<file path="config.mk">
export PLATFORM = sky130hd
export DESIGN_NAME = spi_rx_fifo
export DESIGN_NICKNAME = d
export VERILOG_FILES = /design/src/rtl/spi_rx_fifo.sv
export SDC_FILE = /design/constraint.sdc
export NUM_CORES = 1
export LEC_CHECK = 0
export ABC_AREA = 1
export CORE_MARGIN = 1
export CORE_UTILIZATION = 63
export CTS_CLUSTER_DIAMETER = 200
export DETAILED_ROUTE_END_ITERATION = 7
export PLACE_DENSITY = 0.87
export SETUP_SLACK_MARGIN = 0.3
export SYNTH_ARGS = -nofsm -noshare
export SYNTH_HDL_FRONTEND = slang
export SYNTH_SLANG_ARGS = --single-unit
</file>
<file path="constraint.sdc">
create_clock -name i_clk -period 3.85 [get_ports i_clk]
set_input_delay 0.77 -clock i_clk [delete_from_list [all_inputs] [get_ports i_clk]]
set_output_delay 0.77 -clock i_clk [all_outputs]
set_load 0.05 [all_outputs]
</file>
<file path="src/rtl/spi_rx_fifo.sv">
// Receive FIFO behind spi_master: captures single-cycle word strobes and presents them
// first-word-fall-through on a valid/ready port. Words arriving while full are dropped.
module spi_rx_fifo #(
  parameter int unsigned K_WIDTH = 16,
  parameter int unsigned K_DEPTH = 8,
  parameter int unsigned K_AFULL = 6
) (
  input  logic                       i_clk,
  input  logic                       i_rstn,
  input  logic [K_WIDTH-1:0]         i_data,
  input  logic                       i_valid,
  input  logic                       i_flush,
  input  logic                       i_clr_ovf,
  output logic [K_WIDTH-1:0]         o_data,
  output logic                       o_valid,
  input  logic                       i_ready,
  output logic [$clog2(K_DEPTH):0]   o_level,
  output logic                       o_empty,
  output logic                       o_full,
  output logic                       o_afull,
  output logic                       o_overflow
);

  localparam int unsigned AW = $clog2(K_DEPTH);
  localparam int unsigned LW = AW + 1;
  localparam logic [LW-1:0] DepthLvl = LW'(K_DEPTH);
  localparam logic [LW-1:0] AfullLvl = LW'(K_AFULL);

  logic [K_WIDTH-1:0] mem_q [K_DEPTH];
  logic [AW-1:0]      wr_ptr_q, wr_ptr_d;
  logic [AW-1:0]      rd_ptr_q, rd_ptr_d;
  logic [LW-1:0]      level_q, level_d;
  logic               ovf_q, ovf_d;

  logic empty, full;
  logic push, pop, drop;

  always_comb begin
    empty = (level_q == '0);
    full  = (level_q == DepthLvl);
    // Flush overrides both sides of the handshake; a full FIFO still accepts when it pops.
    pop   = !i_flush && !empty && i_ready;
    push  = !i_flush && i_valid && (!full || pop);
    drop  = !i_flush && i_valid && full && !pop;
  end

  always_comb begin
    wr_ptr_d = wr_ptr_q;
    rd_ptr_d = rd_ptr_q;
    level_d  = level_q;
    ovf_d    = ovf_q;

    if (i_flush) begin
      wr_ptr_d = '0;
      rd_ptr_d = '0;
      level_d  = '0;
    end else begin
      if (push) wr_ptr_d = wr_ptr_q + AW'(1);
      if (pop)  rd_ptr_d = rd_ptr_q + AW'(1);
      unique case ({push, pop})
        2'b10:   level_d = level_q + LW'(1);
        2'b01:   level_d = level_q - LW'(1);
        default: level_d = level_q;
      endcase
    end

    // A drop in the same cycle as a clear leaves the flag set.
    if (drop) begin
      ovf_d = 1'b1;
    end else if (i_clr_ovf) begin
      ovf_d = 1'b0;
    end
  end

  always_ff @(posedge i_clk or negedge i_rstn) begin
    if (!i_rstn) begin
      wr_ptr_q <= '0;
      rd_ptr_q <= '0;
      level_q  <= '0;
      ovf_q    <= 1'b0;
    end else begin
      wr_ptr_q <= wr_ptr_d;
      rd_ptr_q <= rd_ptr_d;
      level_q  <= level_d;
      ovf_q    <= ovf_d;
    end
  end

  always_ff @(posedge i_clk or negedge i_rstn) begin
    if (!i_rstn) begin
      for (int i = 0; i < int'(K_DEPTH); i++) begin
        mem_q[i] <= '0;
      end
    end else if (push) begin
      mem_q[wr_ptr_q] <= i_data;
    end
  end

  assign o_data     = mem_q[rd_ptr_q];
  assign o_valid    = !empty;
  assign o_level    = level_q;
  assign o_empty    = empty;
  assign o_full     = full;
  assign o_afull    = (level_q >= AfullLvl);
  assign o_overflow = ovf_q;

endmodule

</file>
==> results of run 1 <==
-- critical path: stages, from the launching register on --
cell and delay [ns]:
dfrtp_1 0.77, buf_4 0.34, o21ai_0 0.19, o22ai_1 0.25, nor2_1 0.07, a31oi_1 0.31
buf_12 0.19
-- final timing paths --
check,slack (ns),endpoint,depth (start not counted)
setup / recovery,0.43,o_data[0],6
hold / removal,0.22,mem_q[71]$_DFFE_PN0P_,1
setup reg to reg,1.74,mem_q[6]$_DFFE_PN0P_,8
hold reg to reg,0.48,mem_q[109]$_DFFE_PN0P_,2
max in group asynchronous,2.85,mem_q[30]$_DFFE_PN0P_,2
min in group i_clk,0.48,mem_q[109]$_DFFE_PN0P_,2
-- layout by cell type, fill, tap and decap left out, types with 3 or more instances in the layout --
master           Yosys  final
nand3_1              5      5
a31oi_1             16     16
buf_12               1     17
clkbuf_16            0     16
inv_1               32     32
bufinv_16            0      4
o21ai_1             78     78
clkinvlp_4           0      3
nand4_4              7      7
nor2_1             117    117
o21ai_2             38     38
inv_2                5      4
clkdlybuf4s50_1      0     29
ha_1                 4      4
nand2_1            150    150
buf_4                2     11
o21ai_0             83     83
dfrtp_1            139    138
o22ai_1             17     17
-- cell usage after synthesis, drive strengths merged --
| cell type | count | area, um^2 |
|---|---|---|
| buf | 29 | 296.5 |
| nand2 | 152 | 580.6 |
| xnor2 | 1 | 8.760 |
| a21oi | 4 | 27.53 |
| nor4 | 1 | 6.260 |
| o21a | 1 | 7.510 |
| o21ai | 199 | 1139 |
| a31oi | 16 | 100.1 |
| o32ai | 1 | 8.760 |
| clkbuf | 18 | 68.81 |
| o22ai | 17 | 106.4 |
| nor2 | 118 | 445.4 |
| inv | 38 | 145.2 |
| dfrtp | 139 | 3478 |
| a22o | 1 | 8.760 |
| nand4 | 9 | 161.4 |
| ha | 4 | 50.05 |
| clkinv | 1 | 3.750 |
| nand3 | 6 | 35.03 |
-- what timing repair did --
| action | 4_1_cts | 5_1_grt |
|---|---|---|
| setup endpoints to repair | 0 | 2 |
| gates resized for setup | 0 | 2 |
| hold endpoints to repair | 0 | 0 |
-- registers in the layout, indices dropped and copies added (netlist names) --
register / flops
o_level: 4
o_overflow: 1
rd_ptr_q: 3
mem_q: 128
wr_ptr_q: 3
-- power breakdown --
group	total [mW]	internal, mW	switching (mW)
Combinational	3.16	1.24	1.91
Clock	1.68	1.06	0.620
Sequential	2.13	1.84	0.294
Total	6.97	4.15	2.83
-- metrics by stage --
stage / util / setup WS, ns
after floorplan: - / 0.7490
after global placement: 0.7014 / 1.038
after detailed placement: 0.7014 / 0.9131
after CTS: 0.7603 / 0.4522
after global routing: 0.7605 / 0.3879
final: 0.7605 / 0.4305
-- cell type report --
cell class	instances	area [um^2]
clock buffer	20	435.4
clock inverter	11	170.2
fill	654	2461
inverter	39	151.4
multi-input combinational	530	2685
sequential	139	3480
tap	136	170.2
timing repair buffer	58	724.4
-- metal layers --
| layer | up-vias | track usage | wire length, um |
|---|---|---|---|
| met1 | 2784 | 0.4370 | 6793 |
| met3 | 43 | 0.06363 | 1368 |
| li1 | 2590 | - | - |
| met2 | 327 | 0.5293 | 8299 |
| met4 | 0 | 0.1439 | 395 |
| met5 | - | 0 | 0 |
-- logic make-up after synthesis --
kind of cell             after synthesis
AO/OA/AOI/OAI                        239
XOR/XNOR                               1
adder cells (fa/ha/maj)                4
buffers and inverters                 86
flip-flops                           139
AND/OR/NAND/NOR                      286
==> summary.md, run 1 <==
| Metric | Value |
|---|---|
| HP Class | `input port to asynchronous set/reset pin` |
| #FFs+latches synth | `roughly 140` |
| RR Startpoint | `o_level[3]$_DFFE_PN0P_` |
| Final hold violation count | `0` |
| Worst skew pair latency | `0.53 ns` |
| Post-synthesis simple-gate area fraction | `0.1840` |
| Clock Tree Root | `clkbuf_8` |
| Row cnt | `37` |
| Final Cycle Share | `0.8882` |
| Minimum clock period | `approximately 3.4 ns` |
| Fin area | `0.007816 mm^2` |
| Setup TNS | `0 ns` |
| CP Max Fanout | `16` |
| DRT Wirelength | `16860 um` |
| Die H | `105.0 um` |
| Number of inserted diodes | `0` |
| CTS sink cnt | `139` |
| Synth Instances | `755` |
| # hold bufs at CTS | `0` |
| Critical path endpoint category | `output port` |
| Arrival time worst endpoint | `roughly 2.7 ns` |
| RSZ-0062 raised after global routing | `false` |
| Max Cap Viol | `0` |
| Worst hold slack | `around 0.22 ns` |
| Core ar. | `0.01028 mm^2` |
| Vias per cell | `just over 6` |
| First-pass DRT Iterations | `6` |
| WS Path Type | `flop to output port` |
| Peak supply drop | `a little over 0.0007 V` |
| Startpoint Class | `flop` |
| Clock slew at reported path FFs | `roughly 0.060 ns` |
| Post-CTS Setup Inserts | `0` |
| Non-filler cells, final | `between 900 and 1000` |
| Congestion Overflow GR | `0` |
| Critical path startpoint | `rd_ptr_q[1]$_DFFE_PN0P_` |
| Synth Area in Adders | `0.007495` |
| Share of cells above drive strength 1 | `0.1455` |
| Mux share of post-synthesis cell area | `0` |
| First-pass GRT wire length | `roughly 28000 um` |
| Critical path required time | `around 3 ns` |
| Outcome | `complete, no violations` |
| Total number of vias | `5744` |
| CTS tree | `yes` |
| CTS H-tree depth | `4` |
| Routed wire length per instance | `~18 um` |
| Synth Area in XOR/XNOR | `0.001312` |
| RePlAce Congestion | `0.8162` |
| First DRT Iteration DRCs | `606` |
| Synth Net Count | `781` |
| IO Pins | `47` |
| DRC viols | `0` |
| Compound-Gate Fraction of Synth Area | `0.2093` |
| Clock buffer depth | `2` |
| Initial antenna violation count | `0` |
| Pwr Total | `6.974 mW` |
| Power per cell area | `892.2 mW/mm^2` |
| Post-placement cell count | `902` |
| Max Fclk | `approximately 290 MHz` |
| ANT nets after route | `0` |
| Slew HR | `0.5516` |
| Largest family of logic cells by synthesized area | `compound AO/OA/AOI/OAI gates` |
| Tightest Pin Transition | `approximately 0.67 ns` |
| Synthesis warning total | `0` |
| CTS buffer count | `17` |
| Overall routing resource usage | `0.3287` |
| Part of the Yosys area used for sequential elements | `0.5209` |
| Leakage | `approximately 3.6 nW` |
| Port bufs | `46` |
| Post-DP HPWL | `approximately 9700 um` |
| Setup violations, final | `0` |
| Yosys cell types | `33` |
| Starting Density | `0.6497` |
| Die W | `105.0 um` |
| NumNets Final | `811` |
| Placed inst area | `0.007208 mm^2` |
| Post-Route Skew | `between 0.005 and 0.006 ns` |
| Largest net degree at the start of global routing | `74` |
| Synth Area per Inst | `8.845 um^2` |
| Synth Cell Area | `between 0.006 and 0.007 mm^2` |
| Pins Over Slew Limit | `0` |
| Area Overhead vs Synth | `17.05%` |
| Vias in the first global route | `5573` |
| Die ar. | `0.01102 mm^2` |
Note: power is estimated with default switching activity, not from simulation.
==> run 2, diff against run 1 <==
--- a/config.mk
+++ b/config.mk
@@ -11,7 +11,7 @@
 export CTS_CLUSTER_DIAMETER = 200
 export DETAILED_ROUTE_END_ITERATION = 7
 export PLACE_DENSITY = 0.87
-export SETUP_SLACK_MARGIN = 0.3
+export SETUP_SLACK_MARGIN = 0.05
 export SYNTH_ARGS = -nofsm -noshare
 export SYNTH_HDL_FRONTEND = slang
 export SYNTH_SLANG_ARGS = --single-unit
==> run 2 against run 1 <==
  * Utilization barely moved
  * Non-clock buffer count unchanged
  * Global-route usage stayed put
  * Highest routed layer unchanged
  * Routed wire length about the same
==> summary.md, run 2 (synthesis results as in run 1) <==
| Metric | Value |
|---|---|
| Startpoint Class | `flop` |
| Critical path required time | `3.08 ns (about the same)` |
| Top reg by flops | `mem_q` |
| Initial antenna violation count | `0 (unchanged)` |
| Starting Density | `0.6497 (unchanged)` |
| RR Startpoint | `o_level[3]$_DFFE_PN0P_` |
| Fin area | `0.007814 mm^2 (about the same)` |
| Pwr Total | `6.971 mW (about the same)` |
| DRC viols | `0 (unchanged)` |
| Port bufs | `46 (unchanged)` |
| Max Cap Viol | `0 (unchanged)` |
| First DRT Iteration DRCs | `608 (+0.33%)` |
| Area Overhead vs Synth | `17.01% (about the same)` |
| Peak supply drop | `0.0007195 V (about the same)` |
| Die W | `105.0 um (unchanged)` |
| Total number of vias | `5746 (+0.035%)` |
| Post-Route Skew | `0.005623 ns (+0.0001172 ns)` |
| R2R depth | `8 (unchanged)` |
| Critical path endpoint category | `output port` |
| Final Cycle Share | `0.8944 (+0.006239)` |
| Area occupied by multi-input gates | `0.002685 mm^2 (unchanged)` |
| Worst skew pair latency | `0.53 ns (about the same)` |
| First-pass DRT Iterations | `6 (unchanged)` |
| Final hold violation count | `0 (unchanged)` |
| Number of inserted diodes | `0 (unchanged)` |
| Setup violations, final | `0 (unchanged)` |
| Clock Tree Root | `clkbuf_8` |
| Post-placement cell count | `902 (unchanged)` |
| DP Worst Slack | `0.9131 ns (unchanged)` |
| Critical path startpoint | `rd_ptr_q[0]$_DFFE_PN0P_` |
| Worst hold slack | `0.2203 ns (-0.0008050 ns)` |
| Post-DP HPWL | `9663 um (unchanged)` |
| Reg area | `0.003480 mm^2 (unchanged)` |
| Setup TNS | `0 ns (unchanged)` |
| Max reg flops | `128 (unchanged)` |
| Non-filler cells, final | `933 (unchanged)` |
| Max Fclk | `290.4 MHz (-0.70%)` |
| Leakage | `3.603 nW (about the same)` |
| Placed inst area | `0.007208 mm^2 (unchanged)` |
| Core ar. | `0.01028 mm^2 (unchanged)` |
| DRT Wirelength | `16860 um (about the same)` |
| Minimum clock period | `3.443 ns (+0.02402 ns)` |
| Post-CTS Setup Inserts | `0 (unchanged)` |
| Slew HR | `0.5512 (about the same)` |
| Die H | `105.0 um (unchanged)` |
| Final setup margin | `0.4065 ns (-0.02402 ns)` |
| Clock buffer depth | `2 (unchanged)` |
| Power per cell area | `892.1 mW/mm^2 (about the same)` |
| PostCTS Resize Cnt | `0 (unchanged)` |
| Clock slew at reported path FFs | `0.06 ns (about the same)` |
| CTS buffer count | `17 (unchanged)` |
| ANT nets after route | `0 (unchanged)` |
| Util after Layout | `0.7603 (about the same)` |
| Vias per cell | `6.159 (about the same)` |
| Die ar. | `0.01102 mm^2 (unchanged)` |
| Congestion Overflow GR | `0 (unchanged)` |
| Largest net degree at the start of global routing | `74 (unchanged)` |
| Fill cell count | `655 (+0.15%)` |
| Tightest Pin Transition | `0.6732 ns (+0.0005186 ns)` |
| Routed wire length per instance | `18.07 um (about the same)` |
| RePlAce Congestion | `0.8162 (unchanged)` |
| Arrival time worst endpoint | `2.67 ns (+0.02 ns)` |
| CP Max Fanout | `26 (+10)` |
| Vias in the first global route | `5573 (unchanged)` |
| # hold bufs at CTS | `0 (unchanged)` |
| Overall routing resource usage | `0.3287 (unchanged)` |
| CTS sink cnt | `139 (unchanged)` |
| NumNets Final | `811 (unchanged)` |
| CTS H-tree depth | `4 (unchanged)` |
| Most frequent cells in the layout | `nand2_1 (150), dfrtp_1 (138), nor2_1 (117)` |
| IO Pins | `47 (unchanged)` |
| Outcome | `complete, no violations` |
| First-pass GRT wire length | `27920 um (unchanged)` |
| Share of cells above drive strength 1 | `0.1455 (unchanged)` |
| HP Class | `input port to asynchronous set/reset pin` |
| Commonest non-fill, non-tap cell in the layout | `nand2_1` |
| Row cnt | `37 (unchanged)` |
| Pins Over Slew Limit | `0 (unchanged)` |
| CTS tree | `yes` |
| RSZ-0062 raised after global routing | `false` |
| WS Path Type | `flop to output port` |
run 2: cell count changes in the layout (fill, tap and decap cells not counted):
cell | before | now
inv_4 | 2 | 1
inv_2 | 4 | 5
run 2: final cells by class:
cell class,instances,share of cell area
clock inverters,11,0.02178
repair buffers,58,0.09271
flip-flops and latches,139,0.4453
inverters,39,0.01906
multi-input cells,530,0.3436
clock buffers,20,0.05572
well taps,136,0.02178
run 2: final timing paths:
path	to	slack, ns
worst max-delay path	o_data[13]	0.41
worst min-delay path	mem_q[71]$_DFFE_PN0P_	0.22
worst max register to register	mem_q[6]$_DFFE_PN0P_	1.74
worst min register to register	mem_q[109]$_DFFE_PN0P_	0.48
max in group asynchronous	mem_q[30]$_DFFE_PN0P_	2.85
min in group i_clk	mem_q[109]$_DFFE_PN0P_	0.48
run 2: where the power goes:
| group | total (mW) | internal (mW) | switching [mW] |
|---|---|---|---|
| combinational | 3.16 | 1.24 | 1.91 |
| clock | 1.68 | 1.06 | 0.620 |
| sequential | 2.13 | 1.84 | 0.292 |
| total | 6.97 | 4.15 | 2.82 |
run 2: routing by layer:
metal	wire length [um]	track usage
met5	0	0
met2	8300	0.5293
met3	1377	0.06363
met1	6785	0.4370
met4	395	0.1439
run 2: worst max-delay path, cell delays in order (launching register included):
cell and delay, ns:
dfrtp_2 0.55, inv_2 0.40, buf_4 0.33, o21ai_0 0.11, o22ai_1 0.13, nor2_1 0.07
a31oi_1 0.35, buf_12 0.19
==> run 3, diff against run 2 <==
--- a/config.mk
+++ b/config.mk
@@ -6,11 +6,12 @@
 export NUM_CORES = 1
 export LEC_CHECK = 0
 export ABC_AREA = 1
+export CORE_ASPECT_RATIO = 0.5
 export CORE_MARGIN = 1
 export CORE_UTILIZATION = 63
 export CTS_CLUSTER_DIAMETER = 200
 export DETAILED_ROUTE_END_ITERATION = 7
-export PLACE_DENSITY = 0.87
+export PLACE_DENSITY_LB_ADDON = 0.3
 export SETUP_SLACK_MARGIN = 0.05
 export SYNTH_ARGS = -nofsm -noshare
 export SYNTH_HDL_FRONTEND = slang
==> run 3 against run 2 <==
  * Worst hold slack improved by 0.11 ns
  * Clock power increased by 5%
  * Utilization increased by 0.45 points
  * Sequential power decreased by 2%
  * Via count decreased by 2.8%
  * Fmax increased by 4.4%
  * Register-to-register slack improved by 0.08 ns
  * Total power increased by 0.36%
  * Largest cell class unchanged
  * Largest power group unchanged
  * Highest routed layer unchanged
==> summary.md, run 3 (synthesis results as in run 1) <==
| Metric | Value |
|---|---|
| Outcome | `complete, no violations` |
| CTS sink cnt | `139 (unchanged)` |
| Total number of vias | `5585 (-2.8%)` |
| Commonest non-fill, non-tap cell in the layout | `nand2_1` |
| CTS tree | `yes` |
| Switching share of power | `0.3970 (-0.008193)` |
| Reg area | `0.003480 mm^2 (unchanged)` |
| Final hold violation count | `0 (unchanged)` |
| Final Cycle Share | `0.8570 (-0.03740)` |
| Peak supply drop | `0.0006278 V (-13%)` |
| Die ar. | `0.01104 mm^2 (+0.23%)` |
| R2R depth | `8 (unchanged)` |
| ANT nets after route | `0 (unchanged)` |
| CTS buffer count | `17 (unchanged)` |
| Startpoint Class | `flop` |
| Critical path depth in cells | `6 (-1)` |
| Max Cap Viol | `0 (unchanged)` |
| Max Fclk | `303.1 MHz (+4.4%)` |
| Critical path endpoint category | `output port` |
| Final setup margin | `0.5505 ns (+0.1440 ns)` |
| Clock Tree Root | `clkbuf_16` |
| # hold bufs at CTS | `0 (unchanged)` |
| Port bufs | `46 (unchanged)` |
| Leakage | `3.606 nW (about the same)` |
| Core ar. | `0.01025 mm^2 (-0.29%)` |
| CP max-delay cell | `buf_4` |
| Post-CTS Setup Inserts | `0 (unchanged)` |
| Tightest Pin Transition | `0.7429 ns (+0.06975 ns)` |
| Share of cells above drive strength 1 | `0.1434 (-0.002150)` |
| Setup violations, final | `0 (unchanged)` |
| Seq pwr share | `0.297 (-0.009)` |
| Clock buffer depth | `2 (unchanged)` |
| HP Class | `input port to asynchronous set/reset pin` |
| Number of inserted diodes | `0 (unchanged)` |
| Util after Layout | `0.7648 (+0.004548)` |
| Pins Over Slew Limit | `0 (unchanged)` |
| First DRT Iteration DRCs | `642 (+5.6%)` |
| Setup TNS | `0 ns (unchanged)` |
| Congestion Overflow GR | `0 (unchanged)` |
| Starting Density | `0.6516 (+0.001904)` |
| Top cell family by delay on the critical path | `compound AO/OA/AOI/OAI gates` |
| Fill cell count | `660 (+0.76%)` |
| Routed wire length per instance | `17.74 um (-1.8%)` |
| Area Overhead vs Synth | `17.37%` |
| Minimum clock period | `3.299 ns (-0.1440 ns)` |
| Critical path required time | `3.08 ns (about the same)` |
| Die W | `147.6 um (+41%)` |
| Row cnt | `26 (-30%)` |
| Top reg by flops | `mem_q` |
| Post-placement cell count | `903 (+0.11%)` |
| P_int | `4.218 mW (+1.7%)` |
| Non-filler cells, final | `935 (+0.21%)` |
| PostCTS Resize Cnt | `0 (unchanged)` |
| Die H | `74.80 um (-29%)` |
| Vias per cell | `5.973 (-3.0%)` |
| Post-Route Skew | `0.006948 ns (+0.001325 ns)` |
| Initial antenna violation count | `0 (unchanged)` |
| Largest net degree at the start of global routing | `69 (-6.8%)` |
| Post-DP HPWL | `9084 um (-6.0%)` |
| CP Max Fanout | `67 (+160%)` |
| NumNets Final | `808 (-0.37%)` |
| Comb pwr share | `0.450 (-0.003)` |
| Vias in the first global route | `5172 (-7.2%)` |
| Power per cell area | `892.6 mW/mm^2 (about the same)` |
| First-pass DRT Iterations | `7 (+1)` |
| Crit-path cells | `buf_4, o21ai_0, o22ai_1, nor2_1, a31oi_1, buf_12` |
| Clock slew at reported path FFs | `0.06 ns (about the same)` |
| Most frequent cells in the layout | `nand2_1 (150), dfrtp_1 (138), nor2_1 (117)` |
| CTS H-tree depth | `4 (unchanged)` |
| Clock network fraction of total power | `0.253 (+0.011)` |
| DP Worst Slack | `0.9862 ns (+0.07310 ns)` |
| Arrival time worst endpoint | `2.53 ns (-0.14 ns)` |
| Max reg flops | `128 (unchanged)` |
| RePlAce Congestion | `0.8169 (about the same)` |
| Overall routing resource usage | `0.3204 (-0.008328)` |
| Buf+Inv Stages, Crit Path | `2 (-1)` |
| IO Pins | `47 (unchanged)` |
| Worst skew pair latency | `0.41 ns (-0.12 ns)` |
| Slew HR | `0.5047 (-0.04650)` |
| DRC viols | `0 (unchanged)` |
| Area occupied by multi-input gates | `0.002685 mm^2 (unchanged)` |
| WS Path Type | `flop to output port` |
| Sw power | `2.778 mW (-1.7%)` |
| DRT Wirelength | `16590 um (-1.6%)` |
| First-pass GRT wire length | `26560 um (-4.9%)` |
| Critical path's largest stage delay | `0.59 ns (+0.04 ns)` |
| RSZ-0062 raised after global routing | `false` |
==> run 3: cell types whose count changed in the layout (fill, tap and decap cells not counted), sizes merged <==
cell and change:
clkinv -4, clkbuf +3, clkinvlp +1, inv +1
buf -3
==> run 3: area by class of cell <==
class	instances	area share
Sequential cell	139	0.4440
Multi-Input combinational cell	530	0.3426
Timing Repair Buffer	55	0.08956
Clock buffer	23	0.06226
Tap cell	140	0.02235
Clock inverter	9	0.02027
Inverter	39	0.01900
==> run 3: stage by stage <==
step	cell area (um^2)	hold slack, ns	power (mW)
after floorplan	6678	0.4478	3.979
after global placement	7191	0.4606	5.111
after detailed placement	7191	0.4655	5.187
after CTS	7838	0.3654	7.000
after global routing	7838	0.3906	7.337
final	7838	0.3330	6.996
==> run 3: worst paths after layout <==
kind / start / end / slack, ns
worst max-delay path: rd_ptr_q[0]$_DFFE_PN0P_ / o_data[3] / 0.55
max in group asynchronous: i_rstn / mem_q[57]$_DFFE_PN0P_ / 2.71
worst min register to register: mem_q[76]$_DFFE_PN0P_ / mem_q[76]$_DFFE_PN0P_ / 0.48
worst min-delay path: i_rstn / o_level[0]$_DFFE_PN0P_ / 0.33
worst max register to register: o_level[3]$_DFFE_PN0P_ / mem_q[32]$_DFFE_PN0P_ / 1.82
min in group i_clk: mem_q[76]$_DFFE_PN0P_ / mem_q[76]$_DFFE_PN0P_ / 0.48
==> run 3: worst reg2reg max path, cell delays in order (launching register included) <==
cell and delay [ns]:
dfrtp_1 0.43, inv_1 0.14, nor2_1 0.06, nand3_2 0.09, nand2_4 0.08, inv_4 0.19
nand4_4 0.52, nand2_1 0.28, o21ai_1 0.11
==> run 3: power groups by stage <==
stage | clock [mW] | combinational (mW) | sequential (mW)
CTS | 1.78 | 3.15 | 2.07
global route | 1.85 | 3.37 | 2.12
global placement | 0 | 3.04 | 2.07
floorplan | 0 | 1.89 | 2.09
detailed placement | 0 | 3.10 | 2.08
finish | 1.77 | 3.15 | 2.08
==> run 3: per-layer routing <==
layer,wire [um],up-vias,GRT usage
li1,-,2589,-
met1,7095,2731,0.4316
met2,8049,246,0.5320
met3,1268,19,0.07818
met4,177,0,0.08820
met5,0,-,0
